File: src/rtl/instr_arbiter_pkg.sv
// rtl/instr_arbiter_pkg.sv - instruction encodings and class decode shared by the arbiter
package instr_arbiter_pkg;

    localparam int CMD_IDLE      = 0;
    localparam int CMD_REQUEST   = 2;
    localparam int CMD_LOOKAHEAD = 3;
    localparam int CMD_REWIND    = 5;
    localparam int CMD_RESTART   = 6;
    localparam int CMD_FINISH    = 7;

    localparam int GAP_CNT_WIDTH = 4;

    typedef enum logic {
        ST_READY = 1'b0,
        ST_GAP   = 1'b1
    } arb_state_e;

    function automatic logic is_urgent(input logic [31:0] t);
        return (t == 32'(CMD_REWIND)) || (t == 32'(CMD_RESTART)) || (t == 32'(CMD_FINISH));
    endfunction

    function automatic logic is_normal(input logic [31:0] t);
        return (t == 32'(CMD_REQUEST)) || (t == 32'(CMD_LOOKAHEAD));
    endfunction

endpackage

File: src/rtl/rr_pick.sv
// rtl/rr_pick.sv - combinational round-robin picker: first set mask bit at or after the pointer
module rr_pick #(
    parameter int N  = 4,
    parameter int PW = (N > 1) ? $clog2(N) : 1
) (
    input  logic [N-1:0]  i_mask,
    input  logic [PW-1:0] i_ptr,
    output logic [N-1:0]  o_onehot,
    output logic [PW-1:0] o_idx,
    output logic          o_found
);

    // One spare bit so ptr+offset never overflows before the wrap correction.
    logic [PW:0] w_pos;

    always_comb begin
        o_onehot = '0;
        o_idx    = '0;
        o_found  = 1'b0;
        w_pos    = '0;
        for (int k = 0; k < N; k++) begin
            w_pos = {1'b0, i_ptr} + (PW+1)'(k);
            if (w_pos >= (PW+1)'(N)) begin
                w_pos = w_pos - (PW+1)'(N);
            end
            if (!o_found && i_mask[w_pos[PW-1:0]]) begin
                o_found                  = 1'b1;
                o_onehot[w_pos[PW-1:0]] = 1'b1;
                o_idx                    = w_pos[PW-1:0];
            end
        end
    end

endmodule

File: src/rtl/instr_arbiter.sv
// rtl/instr_arbiter.sv - two-class round-robin instruction arbiter with optional post-issue gap
module instr_arbiter
    import instr_arbiter_pkg::*;
#(
    parameter int NUM_REQ                     = 4,
    parameter int INSTRUCTION_WIDTH           = 3,
    parameter int STREAM_ID_WIDTH             = 4,
    parameter int CHANNEL_ID_WIDTH            = 10,
    parameter int INSTRUCTION_PARAMETER_WIDTH = 16,
    parameter int GAP_CYCLES                  = 0
) (
    input  logic                                             clk,
    input  logic                                             rstnIn,
    input  logic [NUM_REQ-1:0]                               req_Valid,
    input  logic [NUM_REQ*INSTRUCTION_WIDTH-1:0]             req_InstructionType,
    input  logic [NUM_REQ*STREAM_ID_WIDTH-1:0]               req_InstructionStreamID,
    input  logic [NUM_REQ*CHANNEL_ID_WIDTH-1:0]              req_InstructionChannelID,
    input  logic [NUM_REQ*INSTRUCTION_PARAMETER_WIDTH-1:0]   req_InstructionParameter,
    output logic [NUM_REQ-1:0]                               req_Ack,
    input  logic                                             pause,
    output logic [INSTRUCTION_WIDTH-1:0]                     out_InstructionType,
    output logic [STREAM_ID_WIDTH-1:0]                       out_InstructionStreamID,
    output logic [CHANNEL_ID_WIDTH-1:0]                      out_InstructionChannelID,
    output logic [INSTRUCTION_PARAMETER_WIDTH-1:0]           out_InstructionParameter,
    output logic [31:0]                                      issueCount
);

    localparam int PW = (NUM_REQ > 1) ? $clog2(NUM_REQ) : 1;

    arb_state_e                               r_state;
    logic [GAP_CNT_WIDTH-1:0]                 r_gap_cnt;
    logic [PW-1:0]                            r_ptr_urg;
    logic [PW-1:0]                            r_ptr_norm;
    logic [NUM_REQ-1:0]                       r_ack;
    logic [INSTRUCTION_WIDTH-1:0]             r_type;
    logic [STREAM_ID_WIDTH-1:0]               r_sid;
    logic [CHANNEL_ID_WIDTH-1:0]              r_cid;
    logic [INSTRUCTION_PARAMETER_WIDTH-1:0]   r_par;
    logic [31:0]                              r_count;

    logic [NUM_REQ-1:0]                       w_mask_urg;
    logic [NUM_REQ-1:0]                       w_mask_norm;
    logic [NUM_REQ-1:0]                       w_onehot_urg;
    logic [NUM_REQ-1:0]                       w_onehot_norm;
    logic [PW-1:0]                            w_idx_urg;
    logic [PW-1:0]                            w_idx_norm;
    logic                                     w_found_urg;
    logic                                     w_found_norm;
    logic                                     w_grant;
    logic [NUM_REQ-1:0]                       w_win_onehot;
    logic [PW-1:0]                            w_win_idx;
    logic [PW-1:0]                            w_next_ptr;
    logic [INSTRUCTION_WIDTH-1:0]             w_win_type;
    logic [STREAM_ID_WIDTH-1:0]               w_win_sid;
    logic [CHANNEL_ID_WIDTH-1:0]              w_win_cid;
    logic [INSTRUCTION_PARAMETER_WIDTH-1:0]   w_win_par;

    // A requester being acked this cycle is excluded so a held valid is not granted twice.
    always_comb begin
        w_mask_urg  = '0;
        w_mask_norm = '0;
        for (int i = 0; i < NUM_REQ; i++) begin
            w_mask_urg[i]  = req_Valid[i] && !r_ack[i] &&
                is_urgent(32'(req_InstructionType[i*INSTRUCTION_WIDTH +: INSTRUCTION_WIDTH]));
            w_mask_norm[i] = req_Valid[i] && !r_ack[i] &&
                is_normal(32'(req_InstructionType[i*INSTRUCTION_WIDTH +: INSTRUCTION_WIDTH]));
        end
    end

    rr_pick #(.N(NUM_REQ), .PW(PW)) u_pick_urg (
        .i_mask   (w_mask_urg),
        .i_ptr    (r_ptr_urg),
        .o_onehot (w_onehot_urg),
        .o_idx    (w_idx_urg),
        .o_found  (w_found_urg)
    );

    rr_pick #(.N(NUM_REQ), .PW(PW)) u_pick_norm (
        .i_mask   (w_mask_norm),
        .i_ptr    (r_ptr_norm),
        .o_onehot (w_onehot_norm),
        .o_idx    (w_idx_norm),
        .o_found  (w_found_norm)
    );

    assign w_grant      = (r_state == ST_READY) && !pause && (w_found_urg || w_found_norm);
    assign w_win_onehot = w_found_urg ? w_onehot_urg : w_onehot_norm;
    assign w_win_idx    = w_found_urg ? w_idx_urg : w_idx_norm;
    assign w_next_ptr   = (w_win_idx == PW'(NUM_REQ-1)) ? '0 : w_win_idx + 1'b1;

    assign w_win_type = req_InstructionType[int'(w_win_idx)*INSTRUCTION_WIDTH +: INSTRUCTION_WIDTH];
    assign w_win_sid  = req_InstructionStreamID[int'(w_win_idx)*STREAM_ID_WIDTH +: STREAM_ID_WIDTH];
    assign w_win_cid  = req_InstructionChannelID[int'(w_win_idx)*CHANNEL_ID_WIDTH +: CHANNEL_ID_WIDTH];
    assign w_win_par  = req_InstructionParameter[int'(w_win_idx)*INSTRUCTION_PARAMETER_WIDTH +:
                                                 INSTRUCTION_PARAMETER_WIDTH];

    always_ff @(posedge clk or negedge rstnIn) begin
        if (!rstnIn) begin
            r_state    <= ST_READY;
            r_gap_cnt  <= '0;
            r_ptr_urg  <= '0;
            r_ptr_norm <= '0;
            r_ack      <= '0;
            r_type     <= INSTRUCTION_WIDTH'(CMD_IDLE);
            r_sid      <= '0;
            r_cid      <= '0;
            r_par      <= '0;
            r_count    <= '0;
        end else begin
            r_ack  <= '0;
            r_type <= INSTRUCTION_WIDTH'(CMD_IDLE);
            case (r_state)
                ST_READY: begin
                    if (w_grant) begin
                        r_ack   <= w_win_onehot;
                        r_type  <= w_win_type;
                        r_sid   <= w_win_sid;
                        r_cid   <= w_win_cid;
                        r_par   <= w_win_par;
                        r_count <= r_count + 32'd1;
                        if (w_found_urg) begin
                            r_ptr_urg <= w_next_ptr;
                        end else begin
                            r_ptr_norm <= w_next_ptr;
                        end
                        if (GAP_CYCLES > 0) begin
                            r_state   <= ST_GAP;
                            r_gap_cnt <= GAP_CNT_WIDTH'(GAP_CYCLES);
                        end
                    end
                end
                ST_GAP: begin
                    // Pause does not stall the countdown.
                    r_gap_cnt <= r_gap_cnt - 1'b1;
                    if (r_gap_cnt <= GAP_CNT_WIDTH'(1)) begin
                        r_state <= ST_READY;
                    end
                end
                default: begin
                    r_state <= ST_READY;
                end
            endcase
        end
    end

    assign req_Ack                  = r_ack;
    assign out_InstructionType      = r_type;
    assign out_InstructionStreamID  = r_sid;
    assign out_InstructionChannelID = r_cid;
    assign out_InstructionParameter = r_par;
    assign issueCount               = r_count;

endmodule

File: config.mk
export PLATFORM = sky130hd
export DESIGN_NAME = instr_arbiter
export DESIGN_NICKNAME = d
export VERILOG_FILES = /design/src/rtl/instr_arbiter_pkg.sv /design/src/rtl/rr_pick.sv /design/src/rtl/instr_arbiter.sv
export SDC_FILE = /design/constraint.sdc
export NUM_CORES = 1
export LEC_CHECK = 0
export CAP_MARGIN = 5
export CELL_PAD_IN_SITES_DETAIL_PLACEMENT = 1
export CELL_PAD_IN_SITES_GLOBAL_PLACEMENT = 2
export CORE_MARGIN = 5
export CORE_UTILIZATION = 26
export DETAILED_ROUTE_END_ITERATION = 16
export PLACE_DENSITY = 0.81
export RECOVER_POWER = 25
export SYNTH_ARGS = -nofsm -noshare
export SYNTH_HDL_FRONTEND = slang
export SYNTH_SLANG_ARGS = --single-unit
File: constraint.sdc
create_clock -name clk -period 4.3 [get_ports clk]
set_clock_uncertainty 0.1 [all_clocks]
set_input_delay 0.645 -clock clk [delete_from_list [all_inputs] [get_ports clk]]
set_output_delay 0.645 -clock clk [all_outputs]
set_load 0.01 [all_outputs]
; Word level (Yosys, flattened, before mapping)
; Index checks and enable logic that the tools add are counted.
[word_totals]
reg_bits = 78
latchBits = 0
mem_bits_rw = 0
rom_bits = 0
inputBits = 139
out_inout_bits = 69
elab_cells = 215
memories = 0
[classes]
addsub = 17
mul = 2
div = 0
order_cmp = 25
eq_ne = 21
shift = 4
muxes = 73
bitwise_logic = 8
reduce_logical = 55
[op_table]
columns = op, count
row1 = $shiftx 64x7->16, 1
row2 = $mux 4, 11
row3 = $shiftx 40x7->10, 1
row4 = $eq 3x3->1 const B, 12
row5 = $mux 2, 18
row6 = $add 32x1->32 const B, 1
row7 = $logic_and 1x1->1, 28
row8 = $mux 1, 26
row9 = $eq 3x2->1 const B, 8
row10 = $lt 2x3->1 const B, 8
row11 = $or 4x4->4, 6
row12 = $ge 3x3->1 const B, 6
row13 = $bmux 1 s2, 8
row14 = $demux 1 s2, 8
row15 = $ge 2x1->1 const B, 8
row16 = $shiftx 16x5->4, 1
row17 = $sub 2x1->2 const B, 8
row18 = $logic_or 1x1->1, 13
row19 = $add 2x2->3 const B, 4
row20 = $shiftx 12x5->3, 1
row21 = $logic_not 1->1, 11
row22 = $add 2x1->3 const B, 2
row23 = $ge 2x3->1 const B, 2
row24 = $mux 3, 2
row25 = 9 further kinds, 11

; Depth between registers and ports, before layout
[depth]
ltp_word = 21
mapped_depth = 14
ltp_nobuf = 10

; By module
; From an unflattened synthesis, not the netlist that was laid out.
[unflattened]
hier_cells = 469
area_unflattened_um2 = 5082.4
[modules_own_cells]
columns = module, n_inst, cells_per_inst, area_per_inst_um2, seq_area_each_um2
row1 = instr_arbiter, 1, 379, 4239.1, 1951.9
row2 = rr_pick, 2, 45, 421.7, 0.0

; Worst setup path after synthesis
; OpenSTA, ideal clock, no wires.
[synth_path]
path_kind = register to register
from = register r_ptr_urg[0]
to = register r_cid[4], in the netlist out_InstructionChannelID[4]
setup_time_ns = 0.142
arrival_time_ns = 3.252
required_ns = 4.058
setup_slack_ns = 0.806
stages_incl_launch_ff = 13
path_buffers = 3
period_less_slack_ns = 3.494
cell_sequence = dfrtp_1 buf_2 clkinv_1 ha_1 clkbuf_1 inv_1 mux2i_1 mux2_2 o2111ai_1 a21oi_1 nand2b_1 clkbuf_1 o221ai_1
[synth_via]
elab_chain_len = 17
elab_cells_between_ends = 43
classes_between = add/sub (7) / mul (1) / order compare (4) / shift (1) / mux (21) / reduce/logical (9)
[synth_lines]
columns = item, line_no
row1 = "start, declared", instr_arbiter.sv:32  ; logic [PW-1:0] r_ptr_urg;
row2 = "start signal, assigned", instr_arbiter.sv:122  ; r_ptr_urg <= w_next_ptr;
row3 = "parallel branches: the longest is 17 deep, another holds $add 2x1->3", n/a
row4 = "end signal, assigned", instr_arbiter.sv:118  ; r_cid <= w_win_cid;
row5 = "end, declared", instr_arbiter.sv:37  ; logic [CHANNEL_ID_WIDTH-1:0] r_cid;
; Parallel ways; which one is timed is not known. The select of a mux whose other input is x is not followed.
; A chain may end at the register's enable or synchronous reset.

; Worst setup path after layout
[layout_path]
from = input port req_InstructionType[5]
to = register r_par[8], in the netlist out_InstructionParameter[8]
[layout_via]
elab_chain_len = 19
elab_cells_between_ends = 59
classes_between = eq/ne (5) / shift (1) / mux (33) / reduce/logical (20)
[layout_lines]
columns = item, line_no
row1 = "start, declared", instr_arbiter.sv:15  ; input logic [NUM_REQ*INSTRUCTION_WIDTH-1:0] req_InstructionType,
row2 = "parallel branches: the longest is 19 deep, another holds $eq 3x3->1", n/a
row3 = "end signal, assigned", instr_arbiter.sv:119  ; r_par <= w_win_par;
row4 = "end, declared", instr_arbiter.sv:38  ; logic [INSTRUCTION_PARAMETER_WIDTH-1:0] r_par;
; Parallel ways; which one is timed is not known. The select of a mux whose other input is x is not followed.

==> key figures <==
Status
  • Outcome: finished, violations left
  • Failing checks: capacitance limit, slew limit

Pwr
  • Final Power: 4.55 mW
  • Seq pwr share: 0.246
  • Net Sw Frac: 0.410
  • Comb power frac: 0.580
  • P_int: 2.68 mW
  • Worst vdd ir: about 0.28 mV
  • Leak: 3.40 nW
  • Pwr per Cell Area: 579 mW/mm2
  • Clock Power Share: 0.174
  • Net Sw Power: approximately 1.9 mW

Run
  • Max cap viols: 1

Worst setup path
  • Max incr delay on CP: about 0.7 ns
  • Worst r2r path cells: 9
  • Worst path required time: 4.40 ns
  • CP Capture Type: flop
  • CP arrival: 3.77 ns
  • Crit-path cells: clkdlybuf4s50_1 > nand4bb_1 > mux4_2 > a2111oi_2 > nor3_1 > a221o_4 > buf_12 > mux2i_1 > o221ai_1
  • Slowest cell on crit path: mux4_2
  • Startpoint types: input port
  • Crit path kind: in -> reg
  • Peak fanout along the critical path: 29

Die
  • Top-Level Pins: 208
  • Core Box Area: 0.0193 mm2
  • Die Y: 150 um
  • Starting Density: 0.262
  • # rows: 51
  • Die width: 150 um
  • DIE AREA: 0.0224 mm2

STA
  • Setup TNS Final: 0 ns
  • Slew headroom: -0.384
  • Worst-margin pin slew: 2.08 ns
  • Minimum clock period: 3.67 ns
  • Final hold vios: 0
  • Final setup fails: 0
  • Final cycle utilization of the critical path: 0.853
  • Worst hold margin: 0.370 ns
  • Unrepaired setup endpoints after global routing: false
  • FMAX: 273 MHz
  • Fin. max-slew vios: 79

Synth
  • Synth Area per Inst: 10.0 um2
  • Post-synthesis sequential area ratio: 0.386
  • Post-synth EDFFs: 0
  • Synth Instances: 506
  • Dominant synthesized flop cell: dfrtp_1
  • YS warnings: 0
  • Syn Nets: 664
  • Post-Syn Area: between 0.005 and 0.006 mm2
  • Async SR Flop Fraction: 1.00
  • Library cells used by synthesis: 50
  • #FFs+latches synth: 78

Clock tree
  • H-tree Lvls: 3
  • Hold-fix buffers, CTS: 0
  • TritonCTS Buffers: 9
  • Clock slew seen by the registers of the worst setup and hold paths: 0.07 ns
  • Skew-Pair Late Insertion Delay: 0.34 ns
  • Root Buffer: clkbuf_16
  • CTS tree: yes
  • Clk buf depth: 2
  • Resize count post-CTS: 0
  • Clk sinks: 78
  • # Post-CTS Setup Buffers: 0

Detailed routing
  • Post-Route WL: 19.1 mm
  • Post-route ant nets: 0
  • Residual DRC: 0
  • DR vias: 4,978
  • Routed len/inst: 19.3 um
  • DR iter-0 viols: 217
  • Via density: 5.02
  • DRT Pass-1 Iters: 4

GRT
  • Total track usage: 0.168
  • Congestion Overflow GR: 0
  • Initial antenna violation count: 0
  • First-pass GRT wire length: between 20 and 30 mm
  • Vias in the first global route: roughly 5,500
  • Largest net degree at the start of global routing: 79

Placed design
  • I/O Buffers: between 200 and 250
  • Routability congestion estimate from global placement: 0.902
  • Dpl hpwl: 15.0 mm
  • Cells after DPL: 975

Final layout
  • Layout Cells excl Fill: 992
  • Finished Core Util: 0.406
  • Nets: 879
  • Layout cells sized above 1: 0.0785
  • Area Growth Syn to Fin: 55.3%

Worst hold path
  • Worst hold path type: reg -> reg
  • Hold path depth: 1
-- through the flow --
stage          worst slack (ns)  area, um2
5_1_grt                   0.409       7860
4_1_cts                   0.657       7860
2_1_floorplan             0.806       5060
6_report                  0.633       7860
3_5_place_dp              0.269       7550
3_3_place_gp              0.338       7550
-- sequential cells by signal (all words and copies together), names as in the netlist --
register and flops:
issueCount 32, out_InstructionChannelID 10, out_InstructionParameter 16, out_InstructionStreamID 4
out_InstructionType 3, r_gap_cnt 4, r_ptr_norm 2, r_ptr_urg 2
r_state 1, req_Ack 4
-- power groups by stage --
stage,combinational [mW],clock [mW],sequential (mW)
floorplan,1.48,0,1.20
global placement,2.58,0,1.12
detailed placement,2.65,0,1.13
CTS,2.66,0.813,1.12
global route,2.85,0.846,1.15
finish,2.64,0.791,1.12
-- layout by cell type, fill, tap and decap left out, drive strengths merged, types with 7 or more instances in the layout --
| master | netlist | routed |
|---|---|---|
| clkbuf | 18 | 10 |
| o21ai | 14 | 14 |
| a211oi | 8 | 8 |
| a21oi | 18 | 18 |
| nor2 | 27 | 27 |
| nand2 | 57 | 57 |
| mux2i | 76 | 76 |
| inv | 8 | 11 |
| clkdlybuf4s50 | 0 | 206 |
| nor3 | 10 | 10 |
| buf | 10 | 25 |
| o221ai | 31 | 31 |
| ha | 19 | 19 |
| xnor2 | 28 | 28 |
| nand3 | 21 | 21 |
| xor2 | 7 | 7 |
| and3 | 8 | 8 |
| dfrtp | 78 | 78 |
-- final cells by class --
class	instances	area, um2
timing repair buffer	232	2280
inverter	9	33.8
antenna	1	2.50
sequential	78	1950
clock inverter	7	80.1
tap	265	332
multi-input combinational	391	2950
fill	2191	11500
clock buffer	9	225
-- synthesized netlist by cell type, types with 7 or more instances --
cell type	n	area, um2
nor3_1	10	50.1
nand3_1	21	105
o221ai_1	31	272
o21ai_0	9	45.0
a211oi_1	8	60.1
buf_2	7	35.0
and3_1	8	50.1
xnor2_1	28	245
dfrtp_1	78	1950
ha_1	19	238
clkbuf_1	18	67.6
nor2_1	27	101
inv_1	7	26.3
a21oi_1	18	90.1
xor2_1	7	61.3
mux2i_1	75	751
nand2_1	57	214
-- worst max-delay path, delay by kind of cell --
| family | cells | cell delay (ns) |
|---|---|---|
| AOI/OAI and AO/OA | 3 | 0.99 |
| buffers and inverters | 2 | 0.70 |
| and+or+nand+nor | 2 | 0.53 |
| muxes | 2 | 0.88 |
-- kinds of logic after synthesis --
group                      share of synthesized area
adders and majority gates                     0.0470
AOI/OAI and AO/OA                              0.142
and+or+nand+nor                                0.159
buffers and inverters                         0.0329
xor gates and xnor gates                      0.0606
DFF                                            0.386
muxes                                          0.173
-- per-layer routing --
| metal | global-route usage | part of all wire | wire (um) | up-vias |
|---|---|---|---|---|
| li1 | - | - | - | 2323 |
| met1 | 0.196 | 0.39 | 7520 | 2466 |
| met2 | 0.307 | 0.53 | 10200 | 167 |
| met3 | 0.0376 | 0.056 | 1070 | 22 |
| met4 | 0.0490 | 0.018 | 343 | 0 |
| met5 | 0 | 0 | 0 | - |
-- path summary, 6_finish.rpt --
path                                   startpoint                          end  slack [ns]
hold reg to reg                    issueCount[31]               issueCount[31]        0.37
max in group asynchronous                  rstnIn                   req_Ack[1]        2.07
min in group asynchronous                  rstnIn               issueCount[11]        0.78
setup reg to reg                    r_ptr_norm[1]  out_InstructionParameter[8]        0.64
hold / removal                     issueCount[31]               issueCount[31]        0.37
setup / recovery           req_InstructionType[5]  out_InstructionParameter[8]        0.63
(Power assumes the default switching activity.)
